<file path="config.mk">
export PLATFORM = sky130hd
export DESIGN_NAME = md_issue_ctrl_flat
export DESIGN_NICKNAME = d
export VERILOG_FILES = /design/src/rtl/md_issue_ctrl_if.sv /design/src/rtl/md_issue_ctrl.sv /design/src/flat_wrapper.sv
export SDC_FILE = /design/constraint.sdc
export NUM_CORES = 1
export LEC_CHECK = 0
export CAP_MARGIN = 5
export CORE_MARGIN = 4
export CORE_UTILIZATION = 27
export DETAILED_ROUTE_END_ITERATION = 16
export GPL_TIMING_DRIVEN = 0
export PLACE_DENSITY = 0.83
export SYNTH_ARGS = -nofsm -noshare
export SYNTH_HDL_FRONTEND = slang
export SYNTH_SLANG_ARGS = --single-unit
</file>
<file path="constraint.sdc">
create_clock -name clk -period 1.98 [get_ports clk]
set_input_delay 0.198 -clock clk [delete_from_list [all_inputs] [get_ports clk]]
set_output_delay 0.198 -clock clk [all_outputs]
set_load 0.01 [all_outputs]
</file>
<file path="src/rtl/md_issue_ctrl_if.sv">
// md_issue_ctrl_if: EX-stage handshake between the pipeline and the MDU issue controller.
// The master is the pipeline and MDU side. The slave is md_issue_ctrl.
interface md_issue_ctrl_if;
  logic        e_valid;
  logic [2:0]  e_md_op;
  logic        e_flush;
  logic [31:0] e_rt_val;
  logic        d_md_use;
  logic        md_start;
  logic [2:0]  md_op;
  logic        md_wr_hi;
  logic        md_wr_lo;
  logic        busy;
  logic        stall;
  logic        proto_err;

  modport master (
    output e_valid, e_md_op, e_flush, e_rt_val, d_md_use,
    input  md_start, md_op, md_wr_hi, md_wr_lo, busy, stall, proto_err
  );

  modport slave (
    input  e_valid, e_md_op, e_flush, e_rt_val, d_md_use,
    output md_start, md_op, md_wr_hi, md_wr_lo, busy, stall, proto_err
  );
endinterface

</file>
<file path="src/rtl/md_issue_ctrl.sv">
// md_issue_ctrl: issues MDU start pulses and mthi/mtlo strobes, tracks the MDU busy
// window with a down-counter, and stalls MDU-class instructions in the D stage.
// Optional feature macro MD_DIV0_SKIP_EN: div/divu with a zero divisor is treated as no-op.
module md_issue_ctrl #(
  parameter int MULT_LAT = 5,
  parameter int DIV_LAT  = 10
) (
  input  logic clk,
  input  logic reset,
  md_issue_ctrl_if.slave bus
);

  typedef enum logic {IDLE, RUN} state_t;

`ifdef MD_DIV0_SKIP_EN
  localparam logic DIV0_SKIP = 1'b1;
`else
  localparam logic DIV0_SKIP = 1'b0;
`endif

  localparam logic [3:0] MULT_CNT = 4'(MULT_LAT);
  localparam logic [3:0] DIV_CNT  = 4'(DIV_LAT);

  state_t      r_state;
  state_t      w_nextState;
  logic [3:0]  r_cnt;
  logic [3:0]  w_nextCnt;
  logic        r_protoErr;

  logic        w_issueOk;
  logic        w_isDiv;
  logic        w_rtZero;
  logic        w_skipOp;
  logic [2:0]  w_op;
  logic        w_opArith;
  logic        w_opMult;
  logic        w_opHi;
  logic        w_opLo;
  logic        w_start;
  logic        w_wrHi;
  logic        w_wrLo;

  // Decode the effective operation: reserved and skipped zero-divisor divides become none
  always_comb begin
    w_issueOk = bus.e_valid & ~bus.e_flush;
    w_isDiv   = (bus.e_md_op == 3'd3) | (bus.e_md_op == 3'd4);
    w_rtZero  = (bus.e_rt_val == 32'd0);
    w_skipOp  = DIV0_SKIP & w_isDiv & w_rtZero;
    w_op      = bus.e_md_op;
    if (bus.e_md_op == 3'd7 || w_skipOp) begin
      w_op = 3'd0;
    end
    w_opArith = (w_op >= 3'd1) && (w_op <= 3'd4);
    w_opMult  = (w_op == 3'd1) || (w_op == 3'd2);
    w_opHi    = (w_op == 3'd5);
    w_opLo    = (w_op == 3'd6);
  end

  // State and busy-window counter register; reset discards any outstanding count
  always_ff @(posedge clk) begin
    if (reset) begin
      r_state <= IDLE;
      r_cnt   <= 4'd0;
    end else begin
      r_state <= w_nextState;
      r_cnt   <= w_nextCnt;
    end
  end

  // Next-state logic: load latency on a start, count down in RUN, leave after the last busy cycle
  always_comb begin
    w_nextState = r_state;
    w_nextCnt   = r_cnt;
    case (r_state)
      IDLE: begin
        if (w_issueOk && w_opArith) begin
          w_nextState = RUN;
          w_nextCnt   = w_opMult ? MULT_CNT : DIV_CNT;
        end
      end
      RUN: begin
        if (r_cnt == 4'd1) begin
          w_nextState = IDLE;
          w_nextCnt   = 4'd0;
        end else begin
          w_nextCnt = r_cnt - 4'd1;
        end
      end
      default: begin
        w_nextState = IDLE;
        w_nextCnt   = 4'd0;
      end
    endcase
  end

  // Output logic: strobes only fire from IDLE, and stall covers the start cycle plus the busy window
  always_comb begin
    w_start      = w_issueOk & w_opArith & (r_state == IDLE);
    w_wrHi       = w_issueOk & w_opHi & (r_state == IDLE);
    w_wrLo       = w_issueOk & w_opLo & (r_state == IDLE);
    bus.md_start = w_start;
    bus.md_wr_hi = w_wrHi;
    bus.md_wr_lo = w_wrLo;
    bus.md_op    = (w_start | w_wrHi | w_wrLo) ? bus.e_md_op : 3'd0;
    bus.busy     = (r_state == RUN);
    bus.stall    = bus.d_md_use & ((r_state == RUN) | w_start);
    bus.proto_err = r_protoErr;
  end

  // Sticky protocol error: an MDU op reached EX while the unit was still running
  always_ff @(posedge clk) begin
    if (reset) begin
      r_protoErr <= 1'b0;
    end else if (w_issueOk && (r_state == RUN) && (w_op != 3'd0)) begin
      r_protoErr <= 1'b1;
    end
  end

endmodule

</file>
<file path="src/flat_wrapper.sv">
// flat-port wrapper written by rule: the top's interface ports become plain ports
module md_issue_ctrl_flat 
#(
  parameter int MULT_LAT = 5,
  parameter int DIV_LAT  = 10
)
  (clk, reset, bus_e_valid, bus_e_md_op, bus_e_flush, bus_e_rt_val, bus_d_md_use, bus_md_start, bus_md_op, bus_md_wr_hi, bus_md_wr_lo, bus_busy, bus_stall, bus_proto_err);
  md_issue_ctrl_if bus_i ();
  input  logic clk;
  input  logic reset;
  input wire logic [$bits(bus_i.e_valid)-1:0] bus_e_valid;
  input wire logic [$bits(bus_i.e_md_op)-1:0] bus_e_md_op;
  input wire logic [$bits(bus_i.e_flush)-1:0] bus_e_flush;
  input wire logic [$bits(bus_i.e_rt_val)-1:0] bus_e_rt_val;
  input wire logic [$bits(bus_i.d_md_use)-1:0] bus_d_md_use;
  output wire logic [$bits(bus_i.md_start)-1:0] bus_md_start;
  output wire logic [$bits(bus_i.md_op)-1:0] bus_md_op;
  output wire logic [$bits(bus_i.md_wr_hi)-1:0] bus_md_wr_hi;
  output wire logic [$bits(bus_i.md_wr_lo)-1:0] bus_md_wr_lo;
  output wire logic [$bits(bus_i.busy)-1:0] bus_busy;
  output wire logic [$bits(bus_i.stall)-1:0] bus_stall;
  output wire logic [$bits(bus_i.proto_err)-1:0] bus_proto_err;
  assign bus_i.e_valid = bus_e_valid;
  assign bus_i.e_md_op = bus_e_md_op;
  assign bus_i.e_flush = bus_e_flush;
  assign bus_i.e_rt_val = bus_e_rt_val;
  assign bus_i.d_md_use = bus_d_md_use;
  assign bus_md_start = bus_i.md_start;
  assign bus_md_op = bus_i.md_op;
  assign bus_md_wr_hi = bus_i.md_wr_hi;
  assign bus_md_wr_lo = bus_i.md_wr_lo;
  assign bus_busy = bus_i.busy;
  assign bus_stall = bus_i.stall;
  assign bus_proto_err = bus_i.proto_err;
  md_issue_ctrl #(.MULT_LAT(MULT_LAT), .DIV_LAT(DIV_LAT)) u_core (.clk(clk), .reset(reset), .bus(bus_i));
endmodule
</file>
==> results.md <==
- The most numerous cell type found on the critical path is sky130_fd_sc_hd__clkdlybuf4s50_1.
- The worst hold-check path type is input pin to flip-flop.
- The max-slew violation count is 0.
- The flip-flop cell with the highest count after synthesis is sky130_fd_sc_hd__dfxtp_1.
- The clock arrives with around 3.4 ps of skew.
- The die span in x is 49.5 um.
- The fraction of synthesized cell area taken by the top area cell type is 0.258.
- The global-route congestion overflow total is 0.
- The effective utilization at floorplan is 0.299.
- Setup repair after global routing left no endpoint under its margin.
- The portion of synthesized area spent on multiplexers is 0.0242.
- The cell count after synthesis came out at 60.
- The total number of yosys warnings is 0.
- The library cell with the largest summed area after synthesis is sky130_fd_sc_hd__dfxtp_1.
- The average instance in the mapped netlist occupies between 7 and 8 sq um.
- The share of the Yosys chip area taken by registers is 0.258.
- The share of the synthesized area in compound gates (AO/OA/AOI/OAI) came to 0.255.
- Clock tree synthesis inserted a total of 3 buffers.
- The met2 global-route usage is 0.185.
- The class of the most critical setup path is input pin to primary output.
- The critical path data arrival time is 1710 ps.
- Synthesis produced a netlist with a net count of 102.
- The clock passes through at most 2 buffers.
- For flop-to-flop paths, the worst setup slack is around 430 ps.
- The area of the mapped netlist is 465 sq um.
- The simple-gate share of the synthesized area is 0.301.
- The placed instance count is 90.
- The antenna diode count is 0.
- Of the available clock period, the critical path in the final layout requires 0.962.
- The non-filler instance count after layout is 93.
- In the global route stage, overall resource usage came out at 0.113.
- For met1 alone, demand over resource in global routing was 0.137.
- For this design the static power due to leakage is approximately 0.3 nW.
- The routed layout has between 400 and 500 vias.
- The core region is between 1500 and 2000 sq um.
- Wires add up to approximately 1.2 mm.
- The routing usage on met3 is 0.0361.
- In this run the power density over the cells is about 560 nW/um^2.
- After synthesis, the cell types taking the most area are sky130_fd_sc_hd__dfxtp_1, sky130_fd_sc_hd__ha_1, sky130_fd_sc_hd__buf_6, sky130_fd_sc_hd__nor2_1, sky130_fd_sc_hd__a21oi_1.
- The post-route minimum period is approximately 1900 ps.
- The tree is rooted in a sky130_fd_sc_hd__clkbuf_4.
- The number of detailed-route iterations in the first pass is 4.
- The routed wire length per instance is around 13 um.
- The last weighted congestion value of the routability-driven placer is between 0.7 and 0.8.
- VDD sags by at most roughly 0.32 mV.
- In the final layout, the share of cells above drive strength 1 is 0.182.
- At the end of the flow, the number of nets in the layout was ~120.
- For this block, the initial DRC count from the detailed router was 3.
- The worst setup path is launched from an input pin.
- Traced cell by cell, the critical path runs through clkdlybuf4s50_1 > nand2b_4 > nor2_4 > and3_1 > clkdlybuf4s50_1.
- The net switching power is roughly 0.12 mW.
- The number of rows in the core area is 14.
- Buffers placed on the I/O ports in this run total 14.
- The number of hold-slack violations in the final timing report is 0.
- Measured in cells, the most critical reg-to-reg path has a length of 5.
- Dividing the detail-routed via count by the number of cells gives between 5 and 6.
- The number of max-cap violations is 0.
- The floorplan step set the die height to between 40 and 50 um.
- The post-route antenna net violation count is 0.
- The share of total power dissipated in combinational logic is 0.328.
- The area growth from synthesis to layout is 46.8%.
- TritonCTS built the clock tree.
- After clock tree synthesis, the setup repair step added 0 buffers.
- The number of cells on the worst hold path is 5.
- After synthesis the netlist holds a flip-flop and latch count of 6.
- The area of the die is approximately 2500 sq um.
- After detailed routing, the number of remaining DRC violations is 0.
- Clock-pin slew was measured on the worst setup and hold paths at about 40 ps.
- The number of enable-type register cells in the synthesized netlist is 0.
- The highest cell delay on the worst timing path is ~540 ps.
- The pin count of the biggest net entering global routing is 11.
- The worst register-to-register path begins at u_core.r_cnt[0]$_SDFFE_PP0P_.
- The largest individual stage delay along the critical path comes from the cell sky130_fd_sc_hd__clkdlybuf4s50_1.
- Prior to clock tree synthesis, the placed netlist has a worst setup slack of -275 ps.
- The worst setup path is captured at a primary output.
- The total internal power is between 0.2 and 0.3 mW.
- Of the total power, the share spent switching nets is 0.303.
- The clock reaches the later pin of the worst-skew pair after between 200 and 300 ps.
- In this run the worst path has a maximum fanout of 5.
- The clock group share of total power is 0.300.
- The dominant combinational cell family by area after synthesis is simple AND/OR/NAND/NOR gates.
- By count the netlist is led by sky130_fd_sc_hd__dfxtp_1, sky130_fd_sc_hd__nor2_1, sky130_fd_sc_hd__nand2_1.
- Setup violations remaining at the end of the flow were counted as 0.
- The first global-routing pass estimated ~2.2 mm of wire.
- In this run the tightest slew margin relative to its limit is 0.795.
- In this run the number of H-tree levels came out at 1.
- The number of library cell types mapped by synthesis is 28.
- The start point of the critical path is bus_e_valid.
- The flow ran to the end, and the final reports show no timing, DRC or antenna violations.
- At the worst endpoint, the required time is 1780 ps.
- The endpoint of the worst-slack reg-to-reg timing path is u_core.r_cnt[0]$_SDFFE_PP0P_.
- The post-synthesis share of cell area spent on xor and xnor gates is 0.0188.
- The async set or reset register ratio after synthesis is 0.
- The sequential power share is 0.372.
- The maximum clock frequency is 525 MHz.
- met2 is the most crowded layer.
- The via count of the first global-routing pass is 461.
- The adder-cell share of the synthesized area is 0.0538.
- The actual transition at the worst max-transition pin is approximately 310 ps.
- The final critical-path setup slack is 75.5 ps.
- The top-level I/O count is slightly below 50.
- The placed wire-length estimate after detailed placement is slightly above 900 um.
- The number of antenna violations at the first check in global routing is 0.
- For this design, the CTS-stage hold fixing added 0 buffers.
- CTS saw 6 sinks.
- Following the worst setup path forward leads to its endpoint at bus_md_op[1].
## worst min-delay path by stage
stage	from	endpoint	slack [ps]
after floorplan	reset	u_core.bus.busy$_SDFF_PP0_	260
after global placement	u_core.bus.proto_err$_SDFFE_PP0P_	u_core.bus.proto_err$_SDFFE_PP0P_	460
after detailed placement	u_core.bus.proto_err$_SDFFE_PP0P_	u_core.bus.proto_err$_SDFFE_PP0P_	460
after CTS	bus_e_md_op[0]	u_core.bus.busy$_SDFF_PP0_	460
after global routing	u_core.bus.proto_err$_SDFFE_PP0P_	u_core.bus.proto_err$_SDFFE_PP0P_	510
final	bus_e_md_op[0]	u_core.r_cnt[0]$_SDFFE_PP0P_	480
## registers in the layout, summed over array words and instances (netlist names)
| name | count |
|---|---|
| u_core.bus.busy | 1 |
| u_core.r_cnt | 4 |
| u_core.bus.proto_err | 1 |
## timing repair
action,in CTS,in global routing
pin swaps,2,1
gates resized for setup,12,4
setup endpoints to repair,7,3
## cell type report
type	instances	area (sq um)
Clock buffer	3	22.5
Multi-Input combinational cell	47	342
Fill cell	158	876
Buffer	3	27.5
Tap cell	16	20.0
Timing Repair Buffer	14	136
Inverter	4	15.0
Sequential cell	6	120
## routing by layer
layer / vias up / wire [um]
met5: - / 0
met4: 0 / 17
met3: 4 / 32
met2: 10 / 658
met1: 229 / 510
li1: 250 / -
## power by group through the flow
stage	clock network (mW)	registers, mW	logic [mW]
finish	0.114	0.142	0.125
floorplan	0	0.142	0.0770
global route	0.127	0.143	0.141
detailed placement	0	0.144	0.118
global placement	0	0.143	0.114
CTS	0.123	0.142	0.123
## cells in the final DEF (no fill, tap or decap), types with 2 or more instances in the layout
cell	n
sky130_fd_sc_hd__a21oi_1	4
sky130_fd_sc_hd__o21bai_1	2
sky130_fd_sc_hd__clkdlybuf4s50_1	8
sky130_fd_sc_hd__nor3b_1	2
sky130_fd_sc_hd__nand2_1	5
sky130_fd_sc_hd__nor3_4	2
sky130_fd_sc_hd__dfxtp_1	6
sky130_fd_sc_hd__clkbuf_4	3
sky130_fd_sc_hd__nand2b_1	2
sky130_fd_sc_hd__inv_1	4
sky130_fd_sc_hd__nor2_1	5
sky130_fd_sc_hd__o21a_1	2
sky130_fd_sc_hd__dlygate4sd2_1	5
sky130_fd_sc_hd__buf_6	2
sky130_fd_sc_hd__ha_1	2
sky130_fd_sc_hd__and3_1	3
sky130_fd_sc_hd__nor3_1	2
## worst max-delay path, delay by kind of cell
kind                   cells  cell delay, ps
buffers and inverters      2            1070
AND/OR/NAND/NOR            3             430
## logic make-up (layout without fill, tap and decap cells)
logic type                 after synthesis  count (layout)
DFF                                      6               6
buffers and inverters                    7              24
adders and majority gates                2               2
xor gates and xnor gates                 1               1
muxes                                    1               1
and+or+nand+nor                         26              26
AOI/OAI and AO/OA                       17              17
## metrics by stage
| step | hold slack (ps) | power (mW) | setup TNS [ps] | instance area, sq um | util |
|---|---|---|---|---|---|
| finish | 481 | 0.382 | 0 | 683 | 0.438 |
| global route | 515 | 0.411 | 0 | 683 | 0.438 |
| CTS | 461 | 0.388 | 0 | 673 | 0.432 |
| detailed placement | 461 | 0.262 | -1500 | 626 | 0.401 |
| global placement | 463 | 0.257 | -1350 | 626 | 0.401 |
| floorplan | 260 | 0.219 | 0 | 465 | - |
Note: power is estimated with default switching activity, not from simulation.
==> RTL change 1 (same settings) <==
Reset style: asynchronous (`reset`), changed in 2 clocked blocks.
--- a/src/rtl/md_issue_ctrl.sv
+++ b/src/rtl/md_issue_ctrl.sv
@@ -57,7 +57,7 @@
   end
 
   // State and busy-window counter register; reset discards any outstanding count
-  always_ff @(posedge clk) begin
+  always_ff @(posedge clk or posedge reset) begin
     if (reset) begin
       r_state <= IDLE;
       r_cnt   <= 4'd0;
@@ -108,7 +108,7 @@
   end
 
   // Sticky protocol error: an MDU op reached EX while the unit was still running
-  always_ff @(posedge clk) begin
+  always_ff @(posedge clk or posedge reset) begin
     if (reset) begin
       r_protoErr <= 1'b0;
     end else if (w_issueOk && (r_state == RUN) && (w_op != 3'd0)) begin
Function: differs if reset is asserted again (counterexample within 4 cycles, from zero or initial values and one cycle with reset high); with reset held inactive, the same outputs for 10 cycles.
==> RTL change 1 against the unedited design <==
Count of clock-buffer cells in the layout is the same; sequential cell count stayed put; non-clock buffer count rose by 1; first-iteration DRC count down 67%; register-to-register slack gained 0.06 ns; wire length decreased by 13%; fmax is essentially flat; area after synthesis is the same; worst setup slack about the same; die area stayed put; design area fell by 0.92%; highest routed layer unchanged; critical path type is now reg2out; via count fell by 9.5%.
Power is not compared: it rests on default switching activity, and its combinational part moved more than twofold at a synthesized area within 25%.
==> RTL change 1: results (changes against the unedited design) <==
stage	metric	value	unit	change
outcome	outcome	finished clean		unchanged
yosys	Synth top cells by count	dfrtp_1 (6), inv_1 (5)		was dfxtp_1 (6), nor2_1 (6), nand2_1 (5)
critical_path	reg-to-reg startpoint	u_core.r_cnt[1]		was u_core.r_cnt[0]
final_layout	share of layout cells above drive strength 1	20.6	%	was 18.2%
sta	Setup Skew	0.00240	ns	was 0.00344 ns
global_route	Total Routing Usage GR	9.51	%	was 11.3%
critical_path	Critical Path Max Stage Delay	0.41	ns	was 0.54 ns
sta	Worst Tran Pin Value	0.284	ns	was 0.307 ns
critical_path	worst setup path startpoint	u_core.bus.busy		was bus_e_valid
placement	post-DP HPWL	869	um	was 914 um
global_route	vias in the first global route	437		was 461
critical_path	critical path fanouts, max	3		was 5
yosys	syn avg cell area	9.90	sq um	was 7.76 sq um
routing	Routed WL per cell	12.6	um	was 13.1 um
placement	PortBufs	16		was 14
routing	Vias per Instance	5.31		was 5.30
hold_path	hold crit path type	in2async		was in2reg
yosys	post-synth cell types	32		was 28
final_layout	Net count, final	112		was 121
routing	initial drt markers	1		was 3
yosys	ys flop type	dfrtp_1		was dfxtp_1
global_route	first-pass GRT wire length	1770	um	was 2150 um
critical_path	CP top delay family	simple AND/OR/NAND/NOR gates		was buffers and inverters
yosys	fraction of registers with async set/reset	100	%	was 0%
routing	1st-pass router iterations	5		was 4
clocking	clk slew on worst S/H paths	0.05	ns	
yosys	synth top area cells	dfrtp_1 (32%), ha_1 (5.4%), a31oi_4 (4.6%), inv_1 (4.0%), and3b_1 (3.8%)		was dfxtp_1 (26%), ha_1 (5.4%), buf_6 (4.8%), nor2_1 (4.8%), a21oi_1 (4.3%)
clocking	worst skew pair latency	0.24	ns	
placement	gpl congestion	0.769		was 0.770
yosys	post-synthesis sequential area ratio	32.3	%	was 25.8%
critical_path	Worst path slowest cell	dfrtp_2		was clkdlybuf4s50_1
placement	DP Cell Count	79		was 90
global_route	largest net degree at the start of global routing	10		was 11
-- RTL change 1: cell types whose count changed after synthesis, moves of 3 or more --
cell,change
a21oi_1,-4
and3_1,-3
dfrtp_1,+6
dfxtp_1,-6
nand2_1,-3
nor2_1,-4
-- RTL change 1: final timing paths --
| kind | endpoint | slack [ns] | cells past startpoint |
|---|---|---|---|
| min in group clk | u_core.bus.proto_err | 0.47 | 1 |
| worst min register to register | u_core.bus.proto_err | 0.47 | 1 |
| max in group asynchronous | u_core.bus.busy | 1.60 | 2 |
| worst max register to register | u_core.r_cnt[0] | 0.49 | 5 |
| worst max-delay path | bus_md_op[1] | 0.08 | 4 |
| worst min-delay path | u_core.r_cnt[2] | 0.17 | 2 |
-- RTL change 1: timing repair --
item	in CTS	in global routing
endpoints found under the setup margin	7	2
buffers inserted	1	1
pin swaps	0	1
gates resized for setup	9	1
-- RTL change 1: where the power goes --
| group | internal (mW) | switching (mW) | total [mW] |
|---|---|---|---|
| registers | 0.180 | 0.0525 | 0.233 |
| logic | 0.219 | 0.179 | 0.398 |
| clock network | 0.0685 | 0.0429 | 0.111 |
-- RTL change 1: per-layer routing --
layer,track usage [%],vias to the layer above,part of all wire (%)
met5,0,-,0
met4,4.15,0,0.76
met3,5.42,2,9.8
met2,16.7,18,48
met1,8.86,208,41
li1,-,218,-
-- RTL change 1: final cells by class --
| class | instances | area (sq um) |
|---|---|---|
| repair buffers | 18 | 168 |
| well taps | 16 | 20.0 |
| multi-input cells | 36 | 297 |
| clock buffers | 3 | 22.5 |
| flip-flops and latches | 6 | 151 |
| fillers | 149 | 882 |
| inverters | 5 | 18.8 |
-- RTL change 1: metrics by stage --
stage / setup slack [ns] / cell area [sq um]
final: 0.0753 / 677
after detailed placement: -0.256 / 646
after global placement: -0.243 / 646
after CTS: 0.0444 / 667
after global routing: 0.0194 / 677
after floorplan: 0.488 / 465
-- RTL change 1: cell families (layout without fill, tap and decap cells) --
kind of cell / Yosys count / in the layout / synth area share (%)
DFF: 6 / 6 / 32.3
xor gates and xnor gates: 1 / 1 / 1.88
adders and majority gates: 2 / 2 / 5.38
buffers and inverters: 5 / 26 / 4.03
and+or+nand+nor: 21 / 21 / 30.9
AOI/OAI and AO/OA: 10 / 10 / 20.2
muxes: 2 / 2 / 5.38
==> RTL change 2 (same settings) <==
Without the edit above. Build with the macro `MD_DIV0_SKIP_EN` defined.
--- a/src/rtl/md_issue_ctrl.sv
+++ b/src/rtl/md_issue_ctrl.sv
@@ -1,6 +1,8 @@
 // md_issue_ctrl: issues MDU start pulses and mthi/mtlo strobes, tracks the MDU busy
 // window with a down-counter, and stalls MDU-class instructions in the D stage.
 // Optional feature macro MD_DIV0_SKIP_EN: div/divu with a zero divisor is treated as no-op.
+`define MD_DIV0_SKIP_EN
+
 module md_issue_ctrl #(
   parameter int MULT_LAT = 5,
   parameter int DIV_LAT  = 10
Check against the original RTL: not equivalent (a bounded check fails within 4 cycles, from zero or initial values and one cycle with reset high).
==> RTL change 2 against the unedited design <==
Largest power group is now combinational cells; worst setup slack worse by 0.045 ns; wire length is 110% higher; power is 20% higher; synthesized cell count is 28% higher; critical path type unchanged; die area is 18% higher; register-to-register slack worse by 0.02 ns; area after synthesis is 22% higher; sequential cell count stayed put; design area is 93% higher; global-route usage is 6.1 points higher; via count is 71% higher.
==> RTL change 2: results (changes against the unedited design) <==
stage	metric	value	unit	change
outcome	outcome	finished clean		unchanged
placement	post-DP HPWL	1780	um	was 914 um
final_layout	Finished Layout Cells	164		was 93
yosys	synth top area cells	dfxtp_1 (21%), nor4_1 (8.8%), a21oi_1 (6.2%), inv_1 (5.3%), ha_1 (4.4%)		was dfxtp_1 (26%), ha_1 (5.4%), buf_6 (4.8%), nor2_1 (4.8%), a21oi_1 (4.3%)
global_route	largest net degree at the start of global routing	13		was 11
final_layout	Net count, final	181		was 121
critical_path	Critical Path Max Stage Delay	0.52	ns	was 0.54 ns
yosys	Mapped Area	566	sq um	was 465 sq um
clocking	buffer levels on the longest clock path	2		unchanged
routing	DR WL met2	1460	um	was 658 um
sta	Setup Skew	0.00164	ns	was 0.00344 ns
power_and_ir_drop	Design Power	458	uW	was 382 uW
final_layout	area grow syn2layout	133	%	was 46.8%
yosys	post-synthesis sequential area ratio	21.2	%	was 25.8%
routing	metal3 WL	112	um	was 32 um
critical_path	Arrival @ worst endpoint	1.75	ns	was 1.71 ns
global_route	GRT met3 Usage	0.831	%	was 3.61%
global_route	met2 Usage GRT	33.1	%	was 18.5%
final_layout	Non-clk invs	8		was 4
sta	Rel. slew slack	73.2	%	was 79.5%
yosys	syn avg cell area	7.34	sq um	was 7.76 sq um
power_and_ir_drop	static leakage	0.780	nW	was 0.302 nW
routing	via total after detailed routing	844		was 493
critical_path	critical path fanouts, max	7		was 5
power_and_ir_drop	Seq pwr share	31.1	%	was 37.2%
yosys	Synth top cells by count	inv_1 (8), nor4_1 (8), a21oi_1 (7), dfxtp_1 (6), nand2_1 (5)		was dfxtp_1 (6), nor2_1 (6), nand2_1 (5)
placement	gpl congestion	0.814		was 0.770
placement	DP Cell Count	151		was 90
final_layout	final-layout non-clock buffer area share	47.4	%	was 24.0%
final_layout	share of layout cells above drive strength 1	25.5	%	was 18.2%
routing	Post-Route M1 WL	947	um	was 510 um
power_and_ir_drop	Switching Share	30.2	%	was 30.3%
placement	placed cell areas	1070	sq um	was 626 sq um
routing	uppermost layer routed	met4		unchanged
global_route	vias in the first global route	848		was 461
routing	Routed WL per cell	15.8	um	was 13.1 um
placement	PortBufs	47		was 14
global_route	GRT met1 Usage	20.1	%	was 13.7%
final_layout	area of the multi-input gates	487	sq um	was 342 sq um
clocking	Root Buffer	clkbuf_4		unchanged
final_layout	count of multi-input gates	60		was 47
hold_path	hold crit path type	reg2reg		was in2reg
global_route	Total Routing Usage GR	17.4	%	was 11.3%
global_route	first-pass GRT wire length	3750	um	was 2150 um
yosys	post-synth cell types	33		was 28
placement	Place WS	-0.518	ns	was -0.275 ns
final_layout	number of non-clock buffers	60		was 17
final_layout	clk tree area frac	1.71	%	was 3.30%
yosys	fraction of registers with async set/reset	0	%	unchanged
yosys	Post-Syn Nets	119		was 102
routing	initial drt markers	6		was 3
power_and_ir_drop	clock share of power	24.8	%	was 30.0%
final_layout	Filler Cell Count	152		was 158
routing	# DRC	0		unchanged
power_and_ir_drop	Peak VDD IR	0.435	mV	was 0.321 mV
## RTL change 2: cell types whose count changed after synthesis, sizes merged, moves of 3 or more
cell / before / now
and3: 3 / 0
nor4: 0 / 8
inv: 4 / 8
nor2: 6 / 3
## RTL change 2: cell families after synthesis
group / share of synthesized area [%]
compound gates: 27.4
fa+ha+maj: 4.42
xor+xnor: 3.10
flops: 21.2
simple gates: 35.6
buf+inv: 8.19
## RTL change 2: path summary, 6_finish.rpt
path	cells past startpoint	endpoint	start	slack (ns)
worst max-delay path	7	bus_stall	bus_e_md_op[0]	0.03
worst min-delay path	2	u_core.bus.proto_err	u_core.bus.proto_err	0.46
worst max register to register	9	u_core.bus.busy	u_core.bus.busy	0.41
worst min register to register	2	u_core.bus.proto_err	u_core.bus.proto_err	0.46
## RTL change 2: repair_timing
| item | CTS | global route |
|---|---|---|
| resized for setup | 23 | 42 |
| setup endpoints to repair | 7 | 6 |
| pin swaps | 7 | 15 |
| buffers inserted | 9 | 2 |
| cloned | 0 | 0 |
